$ cat src/rtl/oled_pixel_streamer.sv
// SSD1331-class OLED master: walks pixel_index over the raster, re-sends the window command each frame, streams RGB565 over 4-wire SPI.
// Define OLED_TEST_PATTERN_EN to replace pixel_data with an internal 8-bar colour pattern.
module oled_pixel_streamer #(
  parameter int X_SIZE         = 96,
  parameter int Y_SIZE         = 64,
  parameter int POWERUP_CYCLES = 20,
  parameter int GAP_CYCLES     = 2
) (
  input  logic        clksig,
  input  logic        reset,
  input  logic [15:0] pixel_data,
  output logic [12:0] pixel_index,
  output logic        cs_n,
  output logic        dc,
  output logic        sclk,
  output logic        mosi,
  output logic        frame_begin,
  output logic        sending_pixels
);

  localparam int NPIX     = X_SIZE * Y_SIZE;
  localparam int WAIT_MAX = (POWERUP_CYCLES > GAP_CYCLES) ? POWERUP_CYCLES : GAP_CYCLES;
  localparam int WAIT_W   = $clog2(WAIT_MAX) + 1;

  localparam logic [12:0]       LAST_PIX = 13'(NPIX - 1);
  localparam logic [WAIT_W-1:0] PWR_LAST = WAIT_W'(POWERUP_CYCLES - 1);
  localparam logic [WAIT_W-1:0] GAP_LAST = WAIT_W'(GAP_CYCLES - 1);

  typedef enum logic [1:0] {
    S_POWERUP,
    S_CMD,
    S_STREAM,
    S_GAP
  } state_t;

  state_t            r_state,  w_state_nxt;
  logic              r_phase,  w_phase_nxt;
  logic [3:0]        r_bit,    w_bit_nxt;
  logic [2:0]        r_byte,   w_byte_nxt;
  logic [12:0]       r_pix,    w_pix_nxt;
  logic [WAIT_W-1:0] r_wait,   w_wait_nxt;
  logic [15:0]       r_shift,  w_shift_nxt;
  logic [12:0]       r_index,  w_index_nxt;
  logic              r_cs_n,   w_cs_n_nxt;
  logic              r_dc,     w_dc_nxt;
  logic              r_sclk,   w_sclk_nxt;
  logic              r_mosi,   w_mosi_nxt;
  logic              r_fb,     w_fb_nxt;
  logic              r_sp,     w_sp_nxt;

  logic              w_load;
  logic [7:0]        w_cmd_byte;
  logic [15:0]       w_pixel_word;

`ifdef OLED_TEST_PATTERN_EN
  localparam logic [6:0] X_LAST = 7'(X_SIZE - 1);

  // r_col is the x coordinate of r_index, kept alongside it to avoid a modulo
  logic [6:0] r_col;
  logic [2:0] w_bar;
  logic       w_unused_pixel_data;

  assign w_unused_pixel_data = ^pixel_data;
  assign w_bar               = 3'(r_col / 7'd12);

  always_comb begin
    w_pixel_word = 16'hFFFF;
    case (w_bar)
      3'd0:    w_pixel_word = 16'hF800;
      3'd1:    w_pixel_word = 16'hFBE0;
      3'd2:    w_pixel_word = 16'hFFE0;
      3'd3:    w_pixel_word = 16'h07E0;
      3'd4:    w_pixel_word = 16'h07FF;
      3'd5:    w_pixel_word = 16'h001F;
      3'd6:    w_pixel_word = 16'hF81F;
      default: w_pixel_word = 16'hFFFF;
    endcase
  end

  always_ff @(posedge clksig or posedge reset) begin
    if (reset) begin
      r_col <= '0;
    end else if (w_load) begin
      r_col <= (r_col == X_LAST) ? 7'd0 : r_col + 7'd1;
    end
  end
`else
  assign w_pixel_word = pixel_data;
`endif

  always_comb begin
    w_cmd_byte = 8'h00;
    case (w_byte_nxt)
      3'd0:    w_cmd_byte = 8'h15;
      3'd1:    w_cmd_byte = 8'h00;
      3'd2:    w_cmd_byte = 8'(X_SIZE - 1);
      3'd3:    w_cmd_byte = 8'h75;
      3'd4:    w_cmd_byte = 8'h00;
      3'd5:    w_cmd_byte = 8'(Y_SIZE - 1);
      default: w_cmd_byte = 8'h00;
    endcase
  end

  always_ff @(posedge clksig or posedge reset) begin
    if (reset) begin
      r_state <= S_POWERUP;
      r_phase <= 1'b0;
      r_bit   <= '0;
      r_byte  <= '0;
      r_pix   <= '0;
      r_wait  <= '0;
      r_shift <= '0;
      r_index <= '0;
      r_cs_n  <= 1'b1;
      r_dc    <= 1'b0;
      r_sclk  <= 1'b1;
      r_mosi  <= 1'b0;
      r_fb    <= 1'b0;
      r_sp    <= 1'b0;
    end else begin
      r_state <= w_state_nxt;
      r_phase <= w_phase_nxt;
      r_bit   <= w_bit_nxt;
      r_byte  <= w_byte_nxt;
      r_pix   <= w_pix_nxt;
      r_wait  <= w_wait_nxt;
      r_shift <= w_shift_nxt;
      r_index <= w_index_nxt;
      r_cs_n  <= w_cs_n_nxt;
      r_dc    <= w_dc_nxt;
      r_sclk  <= w_sclk_nxt;
      r_mosi  <= w_mosi_nxt;
      r_fb    <= w_fb_nxt;
      r_sp    <= w_sp_nxt;
    end
  end

  // Sequencing: phase toggles every cycle while shifting; bit advances after phase 1.
  always_comb begin
    w_state_nxt = r_state;
    w_phase_nxt = 1'b0;
    w_bit_nxt   = r_bit;
    w_byte_nxt  = r_byte;
    w_pix_nxt   = r_pix;
    w_wait_nxt  = r_wait;
    case (r_state)
      S_POWERUP: begin
        if (r_wait == PWR_LAST) begin
          w_state_nxt = S_CMD;
          w_wait_nxt  = '0;
          w_bit_nxt   = '0;
          w_byte_nxt  = '0;
        end else begin
          w_wait_nxt = r_wait + 1'b1;
        end
      end
      S_CMD: begin
        w_phase_nxt = ~r_phase;
        if (r_phase) begin
          if (r_bit == 4'd7) begin
            w_bit_nxt = '0;
            if (r_byte == 3'd5) begin
              w_byte_nxt  = '0;
              w_pix_nxt   = '0;
              w_state_nxt = S_STREAM;
            end else begin
              w_byte_nxt = r_byte + 1'b1;
            end
          end else begin
            w_bit_nxt = r_bit + 1'b1;
          end
        end
      end
      S_STREAM: begin
        w_phase_nxt = ~r_phase;
        if (r_phase) begin
          if (r_bit == 4'd15) begin
            w_bit_nxt = '0;
            if (r_pix == LAST_PIX) begin
              w_pix_nxt   = '0;
              w_wait_nxt  = '0;
              w_state_nxt = S_GAP;
            end else begin
              w_pix_nxt = r_pix + 1'b1;
            end
          end else begin
            w_bit_nxt = r_bit + 1'b1;
          end
        end
      end
      default: begin
        if (r_wait == GAP_LAST) begin
          w_state_nxt = S_CMD;
          w_wait_nxt  = '0;
          w_bit_nxt   = '0;
          w_byte_nxt  = '0;
        end else begin
          w_wait_nxt = r_wait + 1'b1;
        end
      end
    endcase
  end

  // Outputs are computed from the next-cycle counters so every pin comes straight from a flop.
  assign w_load = (w_state_nxt == S_STREAM) && !w_phase_nxt && (w_bit_nxt == 4'd0);

  always_comb begin
    w_cs_n_nxt  = 1'b1;
    w_dc_nxt    = r_dc;
    w_sclk_nxt  = 1'b1;
    w_mosi_nxt  = r_mosi;
    w_fb_nxt    = 1'b0;
    w_sp_nxt    = 1'b0;
    w_shift_nxt = r_shift;
    w_index_nxt = r_index;
    case (w_state_nxt)
      S_POWERUP: begin
        w_dc_nxt   = 1'b0;
        w_mosi_nxt = 1'b0;
      end
      S_CMD: begin
        w_cs_n_nxt = 1'b0;
        w_dc_nxt   = 1'b0;
        w_sclk_nxt = w_phase_nxt;
        w_fb_nxt   = (r_state != S_CMD);
        if (!w_phase_nxt) w_mosi_nxt = w_cmd_byte[~w_bit_nxt[2:0]];
      end
      S_STREAM: begin
        w_cs_n_nxt = 1'b0;
        w_dc_nxt   = 1'b1;
        w_sclk_nxt = w_phase_nxt;
        w_sp_nxt   = 1'b1;
        if (w_load) begin
          // pixel_data belongs to r_index now; the painter gets the next index for a whole pixel time
          w_shift_nxt = w_pixel_word;
          w_mosi_nxt  = w_pixel_word[15];
          w_index_nxt = (r_index == LAST_PIX) ? 13'd0 : r_index + 13'd1;
        end else if (!w_phase_nxt) begin
          w_mosi_nxt = r_shift[~w_bit_nxt];
        end
      end
      default: begin
        w_dc_nxt = 1'b1;
      end
    endcase
  end

  assign pixel_index    = r_index;
  assign cs_n           = r_cs_n;
  assign dc             = r_dc;
  assign sclk           = r_sclk;
  assign mosi           = r_mosi;
  assign frame_begin    = r_fb;
  assign sending_pixels = r_sp;

endmodule

$ cat config.mk
export PLATFORM = sky130hd
export DESIGN_NAME = oled_pixel_streamer
export DESIGN_NICKNAME = d
export VERILOG_FILES = /design/src/rtl/oled_pixel_streamer.sv
export SDC_FILE = /design/constraint.sdc
export NUM_CORES = 1
export LEC_CHECK = 0
export ABC_AREA = 1
export CAP_MARGIN = 15
export CORE_MARGIN = 2
export CORE_UTILIZATION = 50
export CTS_BUF_LIST = sky130_fd_sc_hd__clkbuf_8 sky130_fd_sc_hd__clkbuf_16
export CTS_CLUSTER_DIAMETER = 200
export DETAILED_ROUTE_END_ITERATION = 16
export MAX_ROUTING_LAYER = met4
export PLACE_DENSITY = 0.72
export SLEW_MARGIN = 20
export SYNTH_ARGS = -nofsm -noshare
export SYNTH_HDL_FRONTEND = slang
export SYNTH_SLANG_ARGS = --single-unit
$ cat constraint.sdc
create_clock -name clksig -period 3 [get_ports clksig]
set_input_delay 0.3 -clock clksig [delete_from_list [all_inputs] [get_ports clksig]]
set_output_delay 0.3 -clock clksig [all_outputs]
set_load 0.005 [all_outputs]
==> results of run 1 <==
[metal layers]
| layer | part of all wire, % | wire length, um | vias up | GRT usage [%] |
|---|---|---|---|---|
| met5 | 0 | 0 | - | - |
| met4 | 1.5 | 118 | 0 | 6.24 |
| met3 | 4.2 | 336 | 11 | 6.19 |
| met2 | 50 | 3970 | 65 | 36.6 |
| met1 | 44 | 3490 | 1518 | 23.9 |
| li1 | - | - | 1619 | - |
[timing repair]
item                                    in CTS  in global routing
endpoints found under the setup margin       0                 29
gates resized for setup                      0                  8
buffers inserted                             0                  9
[cell families (layout without fill, tap and decap cells)]
family | after synthesis | in the layout
AND/OR/NAND/NOR | 207 | 207
buffers and inverters | 91 | 154
AO/OA/AOI/OAI | 83 | 83
flip-flops | 64 | 64
adder cells (fa/ha/maj) | 14 | 14
XOR/XNOR | 4 | 4
[metrics by stage]
step	hold slack, ns	TNS, ns	util, %
after floorplan	0.421	0	-
after global placement	0.480	0	58.3
after detailed placement	0.488	0	58.3
after CTS	0.472	0	61.1
after global routing	0.508	-0.553	62.4
final	0.452	0	62.4
[worst max path at each step]
stage | startpoint | end | cells after the start
6_report | r_pix[0] | pixel_index[3] | 19
5_1_grt | r_pix[0] | pixel_index[3] | 19
4_1_cts | r_pix[0] | pixel_index[3] | 19
3_5_place_dp | r_pix[0] | pixel_index[3] | 19
3_3_place_gp | r_pix[0] | pixel_index[3] | 19
2_1_floorplan | r_pix[0] | mosi | 22
[flip-flops by register name, indices dropped and copies added (netlist names), 2 cells and up]
| name | cells |
|---|---|
| r_state | 2 |
| r_wait | 6 |
| r_bit | 4 |
| r_shift | 16 |
| r_byte | 3 |
| r_pix | 13 |
| pixel_index | 13 |
[placed cells by master (no fill, tap or decap), types with 3 or more instances in the layout]
cell type,instances
inv_2,10
xor2_1,3
o211ai_1,3
o21ai_1,4
nand3_1,46
clkdlybuf4s50_1,36
ha_1,12
inv_1,74
buf_4,16
nand2_1,83
nor3_1,10
clkbuf_8,9
nor2_4,5
nor2_1,34
o22ai_1,3
o21ai_0,32
a21oi_1,24
a31oi_1,3
dfrtp_1,62
nor3_2,3
nand2_2,6
nor3b_1,3
nor2_2,5
[critical path, cell delays in order, from the launching register on]
cell      delay, ns
dfrtp_1        0.41
ha_2           0.21
nand2_2        0.08
nor3_1         0.04
inv_1          0.08
nor2_1         0.05
nand3_1        0.08
inv_1          0.06
nand2_1        0.06
a21oi_1        0.05
a311oi_1       0.24
nand2_1        0.10
o21ai_2        0.10
ha_2           0.25
nand2_1        0.07
nor2_2         0.13
nand2_4        0.12
nor3_4         0.32
o21bai_1       0.16
a21oi_1        0.05
[layout make-up]
cell class,instances,area (um2),area share (%)
clock inverter,7,72.6,1.63
clock buffer,9,124,2.78
tap,99,124,2.78
timing repair buffer,54,505,11.4
multi-input combinational,308,1710,38.3
inverter,84,315,7.08
sequential,64,1600,36.0
[power breakdown]
| part | total, mW | switching [mW] | leakage (nW) | internal [mW] |
|---|---|---|---|---|
| logic | 0.0404 | 0.0195 | 1.19 | 0.0209 |
| registers | 0.862 | 0 | 0.778 | 0.862 |
| clock network | 0.731 | 0.347 | 0.101 | 0.384 |
==> qor.csv, run 1 <==
stage;metric;value;unit
critical_path;kind of end point of the critical path;flop;
timing;fin crit share;92.7;%
critical_path;Worst R2R Start;r_pix[0];
detailed_routing;drt drc;0;
critical_path;worst path required time;3.24;ns
timing;final hold viol count;0;
status;status;completed;
grt;vias in the first global route;3026;
cells_and_area;post-route cell area;0.00445;mm2
logic_synthesis;count of different cell masters after synthesis;42;
logic_synthesis;Mapped Cells;463;
grt;initial antenna violation count;0;
place;PortBufs;36;
critical_path;CP max FO;7;
cells_and_area;final instance count without filler cells;625;
logic_synthesis;largest cells by area after synthesis;dfrtp_1 (43%), nand2_1 (8.7%), inv_1 (7.6%);
grt;first-pass GRT wire length;12800;um
logic_synthesis;fraction of registers with async set/reset;100;%
cells_and_area;diode count;0;
detailed_routing;Antenna Violating Nets Remaining;0;
power_and_ir_drop;Peak VDD IR;0.307;mV
logic_synthesis;XOR/XNOR Fraction of Synth Area;0.963;%
worst_hold_path;worst hold path type;primary input to async pin;
timing;setup violators final;0;
clock_tree;total CTS buffers;9;
cells_and_area;fillcell total;646;
logic_synthesis;EDFF count, synth;0;
clock_tree;Skew-Pair Late Insertion Delay;0.35;ns
logic_synthesis;mux cell area share after synthesis;0;%
timing;max_slew headroom;42.4;%
detailed_routing;Vias;3213;
floorplanning;chip width;89.3;um
logic_synthesis;leading area contributor after synthesis;dfrtp_1;
timing;Final WS setup;0.220;ns
timing;Worst-Margin Slew;0.863;ns
critical_path;critical setup path kind;flop to flop;
power_and_ir_drop;Tot Pwr;1.63;mW
logic_synthesis;most common cell in the netlist;nand2_1;
logic_synthesis;most frequent cells after synthesis;nand2_1 (84), inv_1 (74), dfrtp_1 (62), nand3_1 (46), nor2_1 (34);
critical_path;WP data arrival;3.02;ns
timing;Final Critical Period;2.78;ns
grt;GR Util All Layers;21.2;%
logic_synthesis;warnings from Yosys;0;
clock_tree;H-tree levels;3;
floorplanning;Starting Density;51.0;%
power_and_ir_drop;P per Cell Area;367;mW/mm2
floorplanning;Core Area;0.00714;mm2
critical_path;R2R Setup Slk;0.22;ns
critical_path;startpoint types;flop;
clock_tree;clk buf depth;2;
logic_synthesis;Yosys reg bits;64;
timing;Worst Skew;0.0138;ns
place;gpl congestion;0.948;
timing;Final Max Slew Viols;0;
clock_tree;TritonCTS clock tree;built;
place;DP Area;0.00416;mm2
critical_path;R2R depth;19;
logic_synthesis;register area share after synthesis;44.1;%
logic_synthesis;Syn Area/Cell;7.86;um2
critical_path;R2R Path End;pixel_index[3];
cells_and_area;Area Growth Syn to Fin;22.4;%
cells_and_area;share of cells above drive strength 1;14.1;%
logic_synthesis;synthesized cell area;0.00364;mm2
floorplanning;Std-Cell Rows;31;
cells_and_area;Nets;553;
logic_synthesis;Synth Flop Type;dfrtp_1;
floorplanning;# IOs;37;
detailed_routing;vias per inst;5.14;
power_and_ir_drop;Leakage;2.07;nW
clock_tree;clk slew on worst S/H paths;0.08;ns
detailed_routing;1st-iter DRT viols;236;
grt;largest net degree at the start of global routing;42;
floorplanning;die span in y;89.3;um
job;Max Cap Viol;0;
clock_tree;Root Driver;clkbuf_8;
detailed_routing;Avg WL per Cell;12.7;um
logic_synthesis;post-synthesis simple-gate area fraction;27.4;%
clock_tree;clock sinks;64;
place;DP Worst Slack;0.0165;ns
place;DP Cell Count;600;
logic_synthesis;largest family of logic cells by synthesized area;simple AND/OR/NAND/NOR gates;
logic_synthesis;syn nets;495;
floorplanning;full die area;0.00798;mm2
clock_tree;Hold Buf Count CTS;0;
logic_synthesis;top-area cell type share of the netlist area;42.6;%
detailed_routing;first drt pass iteration count;4;
detailed_routing;Detailed Route WL;7910;um
grt;grt total ovfl;0;
place;HPWL after DPL;5780;um
timing;Max Freq;0.360;GHz
logic_synthesis;Synth Area in Compound Gates;12.9;%
logic_synthesis;adder-cell share of the synthesized area;4.81;%
(Power assumes the default switching activity.)
==> run 2, diff against run 1 <==
==> constraint.sdc (replaced) <==
create_clock -name clksig -period 3.3 [get_ports clksig]
set_input_delay 0.33 -clock clksig [delete_from_list [all_inputs] [get_ports clksig]]
set_output_delay 0.33 -clock clksig [all_outputs]
set_load 0.005 [all_outputs]
==> run 2 against run 1 <==
  * Largest cell class unchanged
  * Clock power down 20%
  * Worst hold slack worse by 0.15 ns
  * First-iteration DRC count decreased by 7.6%
  * Register-to-register slack better by 0.13 ns
  * Non-clock buffer count fell by 16
  * Sequential cell count did not move
  * Via count shrank 2.6%
  * Power decreased by 14%
  * Sequential power is 9.0% lower
==> qor.csv, run 2 (synthesis results as in run 1) <==
stage;metric;value;unit;change
critical_path;kind of end point of the critical path;flop;;
timing;fin crit share;89.4;%;-3.3 points
timing;hold slack final;0.306;ns;-0.146 ns
detailed_routing;vias per inst;5.14;;about the same
critical_path;R2R Setup Slk;0.35;ns;+0.13 ns
cells_and_area;fillcell total;648;;+0.31%
timing;final hold viol count;0;;unchanged
grt;grt total ovfl;0;;unchanged
detailed_routing;first drt pass iteration count;5;;+1
timing;Final Max Slew Viols;0;;unchanged
timing;RSZ-0062 raised after global routing;no;;
critical_path;Crit. Startpoint;r_pix[0];;
cells_and_area;Area Growth Syn to Fin;17.6;%;
critical_path;WP data arrival;3.17;ns;+0.15 ns
timing;Max Freq;0.339;GHz;-5.8%
place;HPWL after DPL;5540;um;-4.3%
cells_and_area;Nets;537;;-2.9%
critical_path;crit-path max cell delay;0.41;ns;about the same
cells_and_area;Reg with most FFs;r_shift;;
clock_tree;Skew-Pair Late Insertion Delay;0.34;ns;about the same
clock_tree;TritonCTS clock tree;built;;
detailed_routing;drt drc;0;;unchanged
timing;Worst-Margin Slew;0.547;ns;-0.316 ns
cells_and_area;diode count;0;;unchanged
clock_tree;clk buf depth;2;;unchanged
detailed_routing;Detailed Route WL;7320;um;-7.5%
place;PortBufs;36;;unchanged
cells_and_area;multi-input logic area;0.00168;mm2;-1.5%
detailed_routing;1st-iter DRT viols;218;;-7.6%
floorplanning;Starting Density;51.0;%;unchanged
critical_path;CP max FO;12;;+5
clock_tree;Hold Buf Count CTS;0;;unchanged
grt;first-pass GRT wire length;13000;um;+1.0%
power_and_ir_drop;Leakage;1.94;nW;-6.2%
floorplanning;full die area;0.00798;mm2;unchanged
cells_and_area;post-route cell area;0.00428;mm2;-3.9%
cells_and_area;most common cell after layout, fill and taps aside;nand2_1;;
detailed_routing;Vias;3130;;-2.6%
floorplanning;chip width;89.3;um;unchanged
timing;Final Critical Period;2.95;ns;+0.170 ns
cells_and_area;FF/Latch Area;0.00160;mm2;unchanged
floorplanning;# IOs;37;;unchanged
place;DP Area;0.00410;mm2;-1.6%
critical_path;Crit. path cell count;19;;unchanged
cells_and_area;share of cells above drive strength 1;10.8;%;-3.3 points
place;gpl congestion;0.961;;+1.4%
critical_path;Crit path top cell by count;nand2_1;;
critical_path;critical setup path kind;flop to flop;;
grt;largest net degree at the start of global routing;46;;+9.5%
detailed_routing;Avg WL per Cell;12.0;um;-5.0%
grt;initial antenna violation count;0;;unchanged
clock_tree;Root Driver;clkbuf_8;;
floorplanning;die span in y;89.3;um;unchanged
grt;vias in the first global route;3065;;+1.3%
cells_and_area;most frequent cells in the layout;nand2_1 (84), inv_1 (73), dfrtp_1 (62);;
clock_tree;clk slew on worst S/H paths;0.07;ns;about the same
timing;max_slew headroom;63.5;%;+21 points
clock_tree;H-tree levels;3;;unchanged
power_and_ir_drop;Tot Pwr;1.41;mW;-14%
status;status;completed;;
critical_path;critical path, cell by cell;ha_1 > nand2_1 > nor3_1 > inv_1 > nor2_1 > nand3_1 > inv_1 > nand2_1 > a21oi_1 > a311oi_1 > nand2_1 > o21ai_0 > ha_2 > nand2_1 > nor2_2 > nand2_2 > nor3_2 > o21bai_1 > a21oi_1;;
critical_path;startpoint types;flop;;
cells_and_area;max reg flops;16;;unchanged
critical_path;Max stage delay cell, worst path;dfrtp_1;;
job;Max Cap Viol;0;;unchanged
timing;setup violators final;0;;unchanged
detailed_routing;Antenna Violating Nets Remaining;0;;unchanged
floorplanning;Std-Cell Rows;31;;unchanged
timing;Worst Skew;0.0124;ns;-0.00134 ns
worst_hold_path;worst hold path type;primary input to async pin;;
floorplanning;Core Area;0.00714;mm2;unchanged
power_and_ir_drop;Peak VDD IR;0.242;mV;-21%
critical_path;Worst R2R Start;r_pix[0];;
critical_path;CP top delay family;simple AND/OR/NAND/NOR gates;;
grt;GR Util All Layers;21.3;%;+0.028 points
power_and_ir_drop;P per Cell Area;329;mW/mm2;-10%
critical_path;R2R depth;19;;unchanged
critical_path;Buf/Inv on CP;2;;unchanged
timing;TNS Setup;0;ns;unchanged
clock_tree;clock sinks;64;;unchanged
clock_tree;total CTS buffers;9;;unchanged
critical_path;worst path required time;3.52;ns;+0.28 ns
## run 2: metrics by stage
stage               std cells  util, %  setup WS, ns
detailed placement        593     57.4         0.324
CTS                       609     59.8         0.320
global placement          593     57.4         0.457
global route              609     59.9       0.00919
finish                    609     59.9         0.350
floorplan                 463        -         0.712
## run 2: worst register-to-register path, stage by stage, from the launching register on
cell      delay (ns)
dfrtp_1         0.41
ha_1            0.22
nand2_1         0.10
nor3_1          0.05
inv_1           0.08
nor2_1          0.04
nand3_1         0.09
inv_1           0.06
nand2_1         0.06
a21oi_1         0.06
a311oi_1        0.21
nand2_1         0.07
o21ai_0         0.17
ha_2            0.30
nand2_1         0.07
nor2_2          0.11
nand2_2         0.18
nor3_2          0.34
o21bai_1        0.17
a21oi_1         0.05
## run 2: where the power goes
group | switching [mW] | internal, mW | total (mW)
logic | 0.0174 | 0.0182 | 0.0356
registers | 0 | 0.784 | 0.784
clock network | 0.315 | 0.272 | 0.587
## run 2: worst paths after layout
path,to
min reg2reg,mosi
max in group asynchronous,r_shift[5]
max,pixel_index[3]
min,r_pix[9]
min in group clksig,mosi
max reg2reg,pixel_index[3]
## run 2: per-layer routing
layer / vias to the layer above / part of all wire [%] / global-route usage [%]
li1: 1588 / - / -
met1: 1453 / 45 / 24.8
met2: 74 / 49 / 35.3
met3: 15 / 4.1 / 5.63
met4: 0 / 1.4 / 7.87
met5: - / 0 / -
## run 2: area by class of cell
type	count	area share [%]
Clock inverter	7	1.11
Multi-Input combinational cell	308	39.3
Inverter	84	7.37
Sequential cell	64	37.5
Tap cell	99	2.90
Timing Repair Buffer	38	8.95
Clock buffer	9	2.90
## run 2: repair_timing
item                       in CTS  in global routing
setup endpoints to repair       0                 17
gates resized for setup         0                  3
buffers inserted                0                  0
